## config.mk

```make
export PLATFORM = sky130hd
export DESIGN_NAME = sign_extend
export DESIGN_NICKNAME = d
export VERILOG_FILES = /design/src/rtl/sign_extend.sv
export SDC_FILE = /design/constraint.sdc
export NUM_CORES = 1
export LEC_CHECK = 0
export CAP_MARGIN = 0
export CELL_PAD_IN_SITES_DETAIL_PLACEMENT = 1
export CELL_PAD_IN_SITES_GLOBAL_PLACEMENT = 1
export CORE_UTILIZATION = 30
export CTS_CLUSTER_DIAMETER = 100
export CTS_CLUSTER_SIZE = 30
export DETAILED_ROUTE_END_ITERATION = 10
export PLACE_DENSITY_LB_ADDON = 0.15
export SETUP_SLACK_MARGIN = 0.15
export SKIP_LAST_GASP = 1
export SLEW_MARGIN = 20
export SYNTH_ARGS = -nofsm -noshare
export SYNTH_HDL_FRONTEND = slang
export SYNTH_SLANG_ARGS = --single-unit
```

## constraint.sdc

```tcl
create_clock -name clk -period 1.42 [get_ports clk]
set_input_delay 0.284 -clock clk [delete_from_list [all_inputs] [get_ports clk]]
set_output_delay 0.284 -clock clk [all_outputs]
set_load 0.02 [all_outputs]
```

## src/rtl/sign_extend.sv

```systemverilog
// Immediate-extension unit for the decode stage: widens an instruction immediate
// to a datapath operand, with a combinational result and a registered copy.
module sign_extend #(
    parameter int IN_WIDTH  = 16,
    parameter int OUT_WIDTH = 32
) (
    input  logic                 clk,
    input  logic                 rst_n,
    input  logic [IN_WIDTH-1:0]  in,
    input  logic [1:0]           mode,
    input  logic                 in_valid,
    output logic [OUT_WIDTH-1:0] out,
    output logic [OUT_WIDTH-1:0] out_q,
    output logic                 out_valid
);

    localparam int EXT_WIDTH = OUT_WIDTH - IN_WIDTH;

    localparam logic [1:0] MODE_SIGN   = 2'b00;
    localparam logic [1:0] MODE_ZERO   = 2'b01;
    localparam logic [1:0] MODE_UPPER  = 2'b10;
    localparam logic [1:0] MODE_BRANCH = 2'b11;

    // The branch shift needs two spare bits above the immediate.
    generate
        if (OUT_WIDTH < IN_WIDTH + 2) begin : g_width_check
            $error("sign_extend: OUT_WIDTH must be at least IN_WIDTH + 2");
        end
    endgenerate

    logic [OUT_WIDTH-1:0] w_sext;
    logic [OUT_WIDTH-1:0] w_zext;
    logic [OUT_WIDTH-1:0] w_upper;
    logic [OUT_WIDTH-1:0] w_branch;
    logic [OUT_WIDTH-1:0] w_out;

    assign w_sext   = {{EXT_WIDTH{in[IN_WIDTH-1]}}, in};
    assign w_zext   = {{EXT_WIDTH{1'b0}}, in};
    assign w_upper  = {in, {EXT_WIDTH{1'b0}}};
    assign w_branch = {w_sext[OUT_WIDTH-3:0], 2'b00};

    always_comb begin
        w_out = w_sext;
        case (mode)
            MODE_SIGN:   w_out = w_sext;
            MODE_ZERO:   w_out = w_zext;
            MODE_UPPER:  w_out = w_upper;
            MODE_BRANCH: w_out = w_branch;
            default:     w_out = w_sext;
        endcase
    end

    assign out = w_out;

    logic [OUT_WIDTH-1:0] r_out_q;
    logic                 r_out_valid;

    // Data holds when the input is not qualified; only the valid flag drops.
    always_ff @(posedge clk or negedge rst_n) begin
        if (!rst_n) begin
            r_out_q     <= '0;
            r_out_valid <= 1'b0;
        end else begin
            r_out_valid <= in_valid;
            if (in_valid) begin
                r_out_q <= w_out;
            end
        end
    end

    assign out_q     = r_out_q;
    assign out_valid = r_out_valid;

endmodule

```

# Word level (Yosys, flattened, before mapping)
# Index checks and enable logic that the tools add are counted.
# totals
elab_cells,7
reg_bits,33
# op_classes
muxes,1
reduce_logical,1
eq_ne,3
# ops
cell,n
$pmux 32 s4,1
$eq 2x2->1 const B,2
$eq 2x1->1 const B,1
$logic_not 2->1,1

# Logic depth before layout (Yosys ltp)
# Gate-level depths: netlist of the first run.
# depth
ltp_word,2
mapped_depth,4
depth_no_buf,2

# Worst setup path before layout of the first run
# OpenSTA, ideal clock, no wires.
# synth_timing
path_type,input port to output port
start,input mode[0]
end,output out[22]
arrival_ns,1.072
stages,3
path_buffers,1
setup_slack_ns,0.064
required_ns,1.136
cell_sequence,buf_4 > mux2i_1 > o21ai_0
# synth_via
elab_chain_len,2
elab_cells_between_ends,5
cone_classes,3 x eq/ne; 1 x mux; 1 x reduce/logical
# synth_rtl
element,line,rtl
start: declaration,10,"input logic [1:0] mode,"
"$eq 2x2->1, or another cell as far along",44,case (mode)
$pmux 32 s4 (*),44,
end: declaration,12,"output logic [OUT_WIDTH-1:0] out,"
# Every way passes the cells marked *; elsewhere a longest branch is shown, timed or not.

# Worst setup path in the final report of the first run
# layout_timing
start,input mode[1]
end,output out[20]
# The elaborated chain is that of the path after synthesis.

==> out/qor.csv, run 1 <==
metric;value;unit
WL per Instance;17.93;µm
num ports;86;
Die ar.;6435;µm²
CP Capture Type;output port;
critical path endpoint;out[20];
Slew @ Worst Pin;0.2887;ns
Placed Cells;384;
Synthesized Nets;213;
clk root buf;clkbuf_8;
Final Max Tran Viols;0;
RePlAce Congestion;0.7365;
grt ovf;0;
status;complete, but fails checks;
Post-Synth XOR/XNOR Area;0;%
area occupied by multi-input gates;1085;µm²
core outline area;5921;µm²
initial antenna violation count;0;
Setup TNS;-0.3128;ns
most frequent cells after synthesis;33 x dfrtp_1, 16 x inv_1;
top-area cell type share of the netlist area;44.99;%
VDD IR max;0.5430;mV
mux contribution to synthesized area;9.407;%
wire length of the first global-routing pass;11260;µm
clk sinks;33;
largest family of logic cells by synthesized area;compound AO/OA/AOI/OAI gates;
Netlist Area Pre-Place;1836;µm²
Starting DRT DRC Count;43;
total number of yosys warnings;0;
Post-synth ARST share;100.0;%
Finished Layout Cells;402;
DRT Pass-1 Iters;4;
Max Fclk;678.3;MHz
Hold Fails Final Rpt;0;
Worst Path Arrival;1.19;ns
post-synth top area cell;dfrtp_1;
r2r endpoint;out_q[31];
simple logic cell fraction of the synthesized area;17.45;%
Clock Skew;0;ns
# fillers;672;
Clock Path Buffers;2;
Main synth FF type;dfrtp_1;
fin nets;347;
Routed WL;7208;µm
CTS tree;yes;
Post-DRT Antenna Nets;0;
Synth-to-Final Area Change;85.07;%
Final period util;103.8;%
CP peak stage delay;0.45;ns
H-tree depth;2;
Reg2Reg Launch Point;out_q[31];
Synth Register Bits;33;
worst-case reg-to-reg path depth;2;
# setup viols final;9;
initial core utilization;31.00;%
routed vias;2024;
# port buffers;85;
Reg power frac;36.8;%
Net Sw Power;0.001072;W
pin count of the biggest net entering global routing;34;
final core utilization;57.38;%
Post-synth EDFFs;0;
count leader, synth;dfrtp_1;
# hold bufs at CTS;0;
worst skew pair latency;0.30;ns
Global Route Usage Sum;23.78;%
Unique masters post-synth;21;
CP required;1.14;ns
Mapped Avg Cell Area;9.560;µm²
vias in the first global route;2086;
setup ws final;-0.05427;ns
synth top area cells;dfrtp_1 45%, mux2i_1 8.2%, o221ai_1 7.2%, nand2b_1 5.1%, a31oi_1 4.8%;
total CTS buffers;5;
Hold Crit Class;input pin to register;
Setup Crit Path Kind;input pin to output port;
DRC;0;
Max-cap violations;0;
Slew headroom;80.20;%
crit path cell chain;buf_8, or3b_4, buf_4, o21ai_4, buf_6;
Reg area;825.8;µm²
hold slack;0.2324;ns
Chip Width;80.22;µm
Compound-Gate Fraction of Synth Area;18.54;%
drt via density;5.035;
antenna diode count;0;
adder-cell share of the synthesized area;0;%
violated checks;negative setup slack;
share of cells above drive strength 1;55.96;%
CP max-delay cell;or3b_4;
P_int;0.001911;W
CTS clk-pin slew, worst paths;0.07;ns
Gate Count Post-Synth;192;
Clk pwr share;24.1;%
critical path launch point;mode[1];
min Tclk post-route;1.474;ns
Leakage Power;1.678;nW
sequential fraction of the synthesis area;44.99;%
pre-CTS setup slack;-1.054;ns
post-DP HPWL;4838;µm
combinational share of power;39.1;%
critical path launch point type;input pin;
Core Rows;28;
DIE HEIGHT;80.22;µm
Switching Fraction;35.95;%
RSZ-0062 raised after global routing;true;
flop-to-flop setup slack;0.59;ns
Power Density;878.1;nW/µm²
worst-path maximum fanout;5;
==> critical path, delay by kind of cell <==
kind | cells | cell delay [ns]
buf+inv | 3 | 0.40
simple gates | 1 | 0.45
compound gates | 1 | 0.05
==> metrics by stage <==
step                total power [W]  area (µm²)
global placement           0.002237        3139
global route               0.003119        3397
floorplan                  0.001641        1923
finish                     0.002983        3397
CTS                        0.003001        3430
detailed placement         0.002259        3139
==> sequential cells by signal, indices dropped and copies added (netlist names) <==
| register | cells |
|---|---|
| out_q | 32 |
| out_valid | 1 |
==> metal layers <==
layer | part of all wire [%] | track usage (%)
met2 | 51 | 41.28
met3 | 4.1 | 4.886
met4 | 1.1 | 7.679
met1 | 44 | 29.23
met5 | 0 | 0
==> how the worst min path moves through the flow <==
| stage | endpoint | depth (start not counted) | from |
|---|---|---|---|
| 6_report | out_valid | 1 | in_valid |
| 5_1_grt | out_valid | 1 | in_valid |
| 4_1_cts | out_valid | 1 | in_valid |
| 3_5_place_dp | out_q[1] | 1 | out_q[1] |
| 3_3_place_gp | out_q[1] | 1 | out_q[1] |
| 2_1_floorplan | out_q[0] | 0 | rst_n |
==> power by group through the flow <==
stage	Sequential [W]	Clock, W	Combinational (W)
floorplan	0.00123	0	0.000410
CTS	0.00110	0.000741	0.00116
global placement	0.00111	0	0.00113
detailed placement	0.00111	0	0.00115
global route	0.00111	0.000772	0.00124
finish	0.00110	0.000719	0.00117
==> cell families after synthesis <==
kind of cell / after synthesis
and+or+nand+nor: 64
AOI/OAI and AO/OA: 45
DFF: 33
buffers and inverters: 33
muxes: 17
==> layout make-up <==
type | instances | share of cell area, %
timing repair buffer | 143 | 36.80
tap | 75 | 2.762
clock inverter | 2 | 0.2947
inverter | 16 | 1.768
sequential | 33 | 24.31
clock buffer | 6 | 2.136
multi-input combinational | 127 | 31.93
==> what timing repair did <==
action	in CTS	in global routing
gates cloned	2	0
buffers inserted	8	0
setup endpoints to repair	89	58
resized for setup	305	64
pin swaps	4	4
==> placed cells by master (no fill, tap or decap), drive strengths merged <==
master         instances
o21ai                 15
dfrtp                 33
nand2                 15
nand3                 14
clkdlybuf4s50          1
nor2                  14
a31oi                 14
inv                   16
clkbuf                33
dlygate4sd2            8
and2                   1
clkinv                 2
o221ai                15
mux2                   2
or3b                   2
mux2i                 15
clkdlybuf4s15         11
a31o                   1
nand4bb                1
buf                   96
nor2b                  3
nand2b                15
Note: power is estimated with default switching activity, not from simulation.
==> inputs of run 2 (changes only) <==
--- a/config.mk
+++ b/config.mk
@@ -8,12 +8,14 @@
 export CAP_MARGIN = 0
 export CELL_PAD_IN_SITES_DETAIL_PLACEMENT = 1
 export CELL_PAD_IN_SITES_GLOBAL_PLACEMENT = 1
+export CORE_MARGIN = 2
 export CORE_UTILIZATION = 30
 export CTS_CLUSTER_DIAMETER = 100
 export CTS_CLUSTER_SIZE = 30
 export DETAILED_ROUTE_END_ITERATION = 10
 export PLACE_DENSITY_LB_ADDON = 0.15
 export SETUP_SLACK_MARGIN = 0.15
+export SKIP_CTS_REPAIR_TIMING = 1
 export SKIP_LAST_GASP = 1
 export SLEW_MARGIN = 20
 export SYNTH_ARGS = -nofsm -noshare
==> out/qor.csv, run 2 (synthesized netlist as in run 1, its figures left out) <==
metric;value;unit;change
Slew @ Worst Pin;0.3240;ns;+0.03530 ns
routed vias;2076;;+2.6%
clk root buf;clkbuf_8;;
DRC;0;;unchanged
Final Max Tran Viols;0;;unchanged
Die ar.;6760;µm²;+5.0%
commonest non-fill, non-tap cell in the layout;buf_4;;
Final period util;109.4;%;+5.6 points
Hold Crit Class;input pin to asynchronous set/reset pin;;
Highest Signal Layer;met4;;
pre-CTS setup slack;-0.9315;ns;+0.1229 ns
WL per Instance;20.04;µm;+12%
Clock Skew;0;ns;unchanged
Routed WL;8235;µm;+14%
initial antenna violation count;0;;unchanged
met3 routed wirelength;332;µm;+12%
antenna diode count;0;;unchanged
Chip Width;82.22;µm;+2.5%
Clock Path Buffers;2;;unchanged
violated checks;negative setup slack;;
Setup Crit Path Kind;input pin to output port;;
CP max-delay cell;or3b_4;;
Power Density;822.0;nW/µm²;-6.4%
core outline area;5921;µm²;unchanged
RSZ-0062 raised after global routing;true;;
CP Capture Type;output port;;
setup ws final;-0.1339;ns;-0.07962 ns
Slew headroom;78.40;%;-1.8 points
clk sinks;33;;unchanged
hold slack;0.3546;ns;+0.1222 ns
r2r endpoint;out_q[31];;
grt ovf;0;;unchanged
area occupied by multi-input gates;1151;µm²;+6.1%
wire length of the first global-routing pass;10120;µm;-10%
Reg area;825.8;µm²;unchanged
worst-path maximum fanout;7;;+2
RePlAce Congestion;0.7933;;+7.7%
Global Route Usage Sum;20.10;%;-3.7 points
CP required;1.14;ns;about the same
total CTS buffers;5;;unchanged
worst skew pair latency;0.29;ns;about the same
Synth-to-Final Area Change;113.8;%;
CP peak stage delay;0.48;ns;+0.03 ns
Core Rows;28;;unchanged
# fillers;608;;-9.5%
commonest cells after routing, fill and taps aside;52 x buf_4, 50 x dlymetal6s2s_1, 33 x dfrtp_1, 30 x buf_6;;
Leakage Power;2.232;nW;+33%
fin nets;356;;+2.6%
drt via density;5.051;;+0.32%
worst-case reg-to-reg path depth;2;;unchanged
# port buffers;85;;unchanged
CTS tree;yes;;
critical path endpoint;out[21];;
critical path launch point;mode[0];;
min Tclk post-route;1.554;ns;+0.07962 ns
Reg2Reg Launch Point;out_q[31];;
Max Fclk;643.5;MHz;-5.1%
crit path cell chain;buf_8, or3b_4, clkbuf_16, o21ai_4, buf_6;;
DIE HEIGHT;82.22;µm;+2.5%
wire length on met2;4508;µm;+23%
Hold Fails Final Rpt;0;;unchanged
status;complete, but fails checks;;
Routed met1 length;3262;µm;+3.5%
VDD IR max;0.4326;mV;-20%
post-DP HPWL;4802;µm;-0.73%
pin count of the biggest net entering global routing;34;;unchanged
num ports;86;;unchanged
# setup viols final;13;;+4
CTS clk-pin slew, worst paths;0.07;ns;about the same
vias in the first global route;1959;;-6.1%
initial core utilization;31.00;%;unchanged
Starting DRT DRC Count;60;;+40%
max reg flops;32;;unchanged
flop-to-flop setup slack;0.54;ns;-0.05 ns
Max-cap violations;0;;unchanged
Post-DRT Antenna Nets;0;;unchanged
Worst Path Arrival;1.27;ns;+0.08 ns
DRT Pass-1 Iters;4;;unchanged
share of cells above drive strength 1;47.32;%;-8.6 points
H-tree depth;2;;unchanged
critical path launch point type;input pin;;
-- run 2: changes by cell type in the layout (fill, tap and decap cells not counted), moves of 6 or more --
cell	previous run	this run
nand2b_4	7	1
clkdlybuf4s15_2	7	0
dlymetal6s2s_1	0	50
dlygate4sd2_1	8	0
nand2_1	12	4
clkbuf_2	27	4
nand2_2	3	11
nand3_4	0	11
nand2b_1	8	14
buf_2	9	1
nand3_2	9	0
-- run 2: report_power, final --
group / switching [W] / internal, W / total (W)
Sequential: 0.0000551 / 0.00104 / 0.00109
Clock: 0.000364 / 0.000438 / 0.000802
Combinational: 0.000677 / 0.000653 / 0.00133
-- run 2: through the flow --
step	area (µm²)	cells	TNS, ns	util (%)	total power [W]
6_report	3925	411	-1.263	66.29	0.003226
5_1_grt	3925	411	-1.550	66.29	0.003366
4_1_cts	3221	386	-31.10	54.40	0.003056
3_5_place_dp	3119	378	-32.88	52.68	0.002254
2_1_floorplan	1923	192	0	-	0.001641
3_3_place_gp	3119	378	-31.03	52.68	0.002234
-- run 2: area by class of cell --
class | instances | share of cell area [%]
well taps | 75 | 2.391
flip-flops and latches | 33 | 21.04
clock buffers | 7 | 2.455
multi-input cells | 126 | 29.33
repair buffers | 153 | 43.03
clock inverters | 1 | 0.1275
inverters | 16 | 1.626
-- run 2: worst min-delay path by stage --
stage | cells past startpoint | to | slack, ns
2_1_floorplan | 0 | out_q[0] | -0.01
3_3_place_gp | 1 | out_q[0] | 0.49
3_5_place_dp | 1 | out_q[1] | 0.50
4_1_cts | 2 | out_q[14] | 0.36
5_1_grt | 2 | out_q[14] | 0.38
6_report | 2 | out_q[14] | 0.35
-- run 2: worst max-delay path, delay by kind of cell --
family	cells	cell delay (ns)
buffers and inverters	3	0.45
and+or+nand+nor	1	0.48
AOI/OAI and AO/OA	1	0.06
-- run 2: layer usage --
| metal | track usage (%) | vias to the layer above |
|---|---|---|
| met4 | 5.000 | 0 |
| li1 | - | 961 |
| met3 | 4.348 | 12 |
| met5 | 0 | - |
| met2 | 33.79 | 55 |
| met1 | 26.21 | 1048 |
==> inputs of run 3 (changes only) <==
--- a/config.mk
+++ b/config.mk
@@ -13,7 +13,7 @@
 export CTS_CLUSTER_DIAMETER = 100
 export CTS_CLUSTER_SIZE = 30
 export DETAILED_ROUTE_END_ITERATION = 10
-export PLACE_DENSITY_LB_ADDON = 0.15
+export PLACE_DENSITY_LB_ADDON = 0.25
 export SETUP_SLACK_MARGIN = 0.15
 export SKIP_CTS_REPAIR_TIMING = 1
 export SKIP_LAST_GASP = 1
==> out/qor.csv, run 3 (synthesized netlist as in run 1, its figures left out) <==
metric;value;unit;change
Final Max Tran Viols;0;;unchanged
DRC;0;;unchanged
Setup Crit Path Kind;input pin to output port;;
critical path launch point type;input pin;;
CP Capture Type;output port;;
Hold Fails Final Rpt;0;;unchanged
clk sinks;33;;unchanged
CP required;1.14;ns;about the same
status;complete, but fails checks;;
worst skew pair latency;0.28;ns;about the same
H-tree depth;2;;unchanged
CTS clk-pin slew, worst paths;0.07;ns;about the same
Placed Cells;383;;+1.3%
antenna diode count;0;;unchanged
RSZ-0062 raised after global routing;true;;
CP peak stage delay;0.43;ns;-0.05 ns
Routed WL;7728;µm;-6.2%
Max-cap violations;0;;unchanged
flop-to-flop setup slack;0.58;ns;+0.04 ns
clk root buf;clkbuf_8;;
Slew headroom;75.63;%;-2.8 points
worst-case reg-to-reg path depth;2;;unchanged
pre-CTS setup slack;-1.068;ns;-0.1363 ns
commonest cells after routing, fill and taps aside;50 x dlymetal6s2s_1, 44 x buf_4, 33 x dfrtp_1, 22 x buf_6, 16 x inv_1;;
hold slack;0.3709;ns;+0.01631 ns
Routed met1 length;3303;µm;+1.3%
grt ovf;0;;unchanged
Clock Skew;0;ns;unchanged
Starting DRT DRC Count;60;;unchanged
CP max-delay cell;or3b_4;;
commonest non-fill, non-tap cell in the layout;dlymetal6s2s_1;;
met3 routed wirelength;248;µm;-25%
Clock Path Buffers;2;;unchanged
routed vias;1971;;-5.1%
worst-path maximum fanout;5;;-2
Synth-to-Final Area Change;94.62;%;
num ports;86;;unchanged
DRT Pass-1 Iters;4;;unchanged
Final period util;106.7;%;-2.8 points
Die ar.;6760;µm²;unchanged
Core Rows;28;;unchanged
Tot Pwr;0.003039;W;-5.8%
Worst Path Arrival;1.23;ns;-0.04 ns
fin nets;343;;-3.7%
vias in the first global route;2052;;+4.7%
post-DP HPWL;4867;µm;+1.3%
min Tclk post-route;1.515;ns;-0.03906 ns
Crit path max-delay family;buffers and inverters;;
wire length on met2;4072;µm;-9.7%
drt via density;4.965;;-1.7%
pin count of the biggest net entering global routing;34;;unchanged
violated checks;negative setup slack;;
Power Density;850.9;nW/µm²;+3.5%
total CTS buffers;5;;unchanged
RePlAce Congestion;0.7693;;-3.0%
CTS tree;yes;;
core outline area;5921;µm²;unchanged
Leakage Power;2.117;nW;-5.2%
crit path cell chain;buf_8, or3b_4, buf_12, o21ai_4, clkbuf_2;;
Chip Width;82.22;µm;unchanged
# setup viols final;12;;-1
# port buffers;85;;unchanged
Max Fclk;660.1;MHz;+2.6%
DIE HEIGHT;82.22;µm;unchanged
initial core utilization;31.00;%;unchanged
max reg flops;32;;unchanged
Post-DRT Antenna Nets;0;;unchanged
share of cells above drive strength 1;40.06;%;-7.3 points
wire length of the first global-routing pass;10530;µm;+4.0%
Setup TNS;-0.4798;ns;+0.7831 ns
Highest Signal Layer;met4;;
Finished Layout Cells;397;;-3.4%
Global Route Usage Sum;20.73;%;+0.63 points
setup ws final;-0.09484;ns;+0.03906 ns
WL per Instance;19.47;µm;-2.8%
Worst path depth;5;;unchanged
Hold Crit Class;input pin to asynchronous set/reset pin;;
initial antenna violation count;0;;unchanged
Slew @ Worst Pin;0.3585;ns;+0.03450 ns
worst path bufs/invs;3;;unchanged
VDD IR max;0.4440;mV;+2.6%
## run 3: cell types whose count changed in the layout (fill, tap and decap cells not counted), sizes merged
cell / previous run / this run
buf: 95 / 80
clkbuf: 14 / 15
clkinv: 1 / 0
clkinvlp: 1 / 0
inv: 15 / 16
or3b: 1 / 2
## run 3: worst paths after layout
kind / from / endpoint
setup / recovery: mode[1] / out[25]
max in group asynchronous: rst_n / out_q[14]
min in group clk: in[8] / out_q[8]
hold reg to reg: out_q[0] / out_q[0]
setup reg to reg: out_q[31] / out_q[31]
hold / removal: rst_n / out_q[16]
## run 3: area by class of cell
| cell class | count | area, µm² |
|---|---|---|
| inverter | 16 | 60.06 |
| multi-input combinational | 127 | 1032 |
| clock buffer | 7 | 86.33 |
| tap | 75 | 93.84 |
| sequential | 33 | 825.8 |
| fill | 620 | 2349 |
| timing repair buffer | 139 | 1474 |
## run 3: stage by stage
stage / cell area (µm²) / util, %
final: 3572 / 60.33
after global routing: 3572 / 60.33
after CTS: 3218 / 54.35
after detailed placement: 3132 / 52.90
after global placement: 3132 / 52.90
after floorplan: 1923 / -
## run 3: metal layers
layer / track usage (%) / vias up
li1: - / 937
met1: 27.57 / 975
met2: 35.24 / 48
met3: 3.152 / 11
met4: 5.000 / 0
met5: 0 / -
## run 3: where the power goes
group | internal, W | total (W) | leakage (nW) | switching, W
combinational | 0.000582 | 0.00122 | 1.67 | 0.000634
clock | 0.000385 | 0.000730 | 0.0443 | 0.000345
sequential | 0.00104 | 0.00109 | 0.402 | 0.0000549
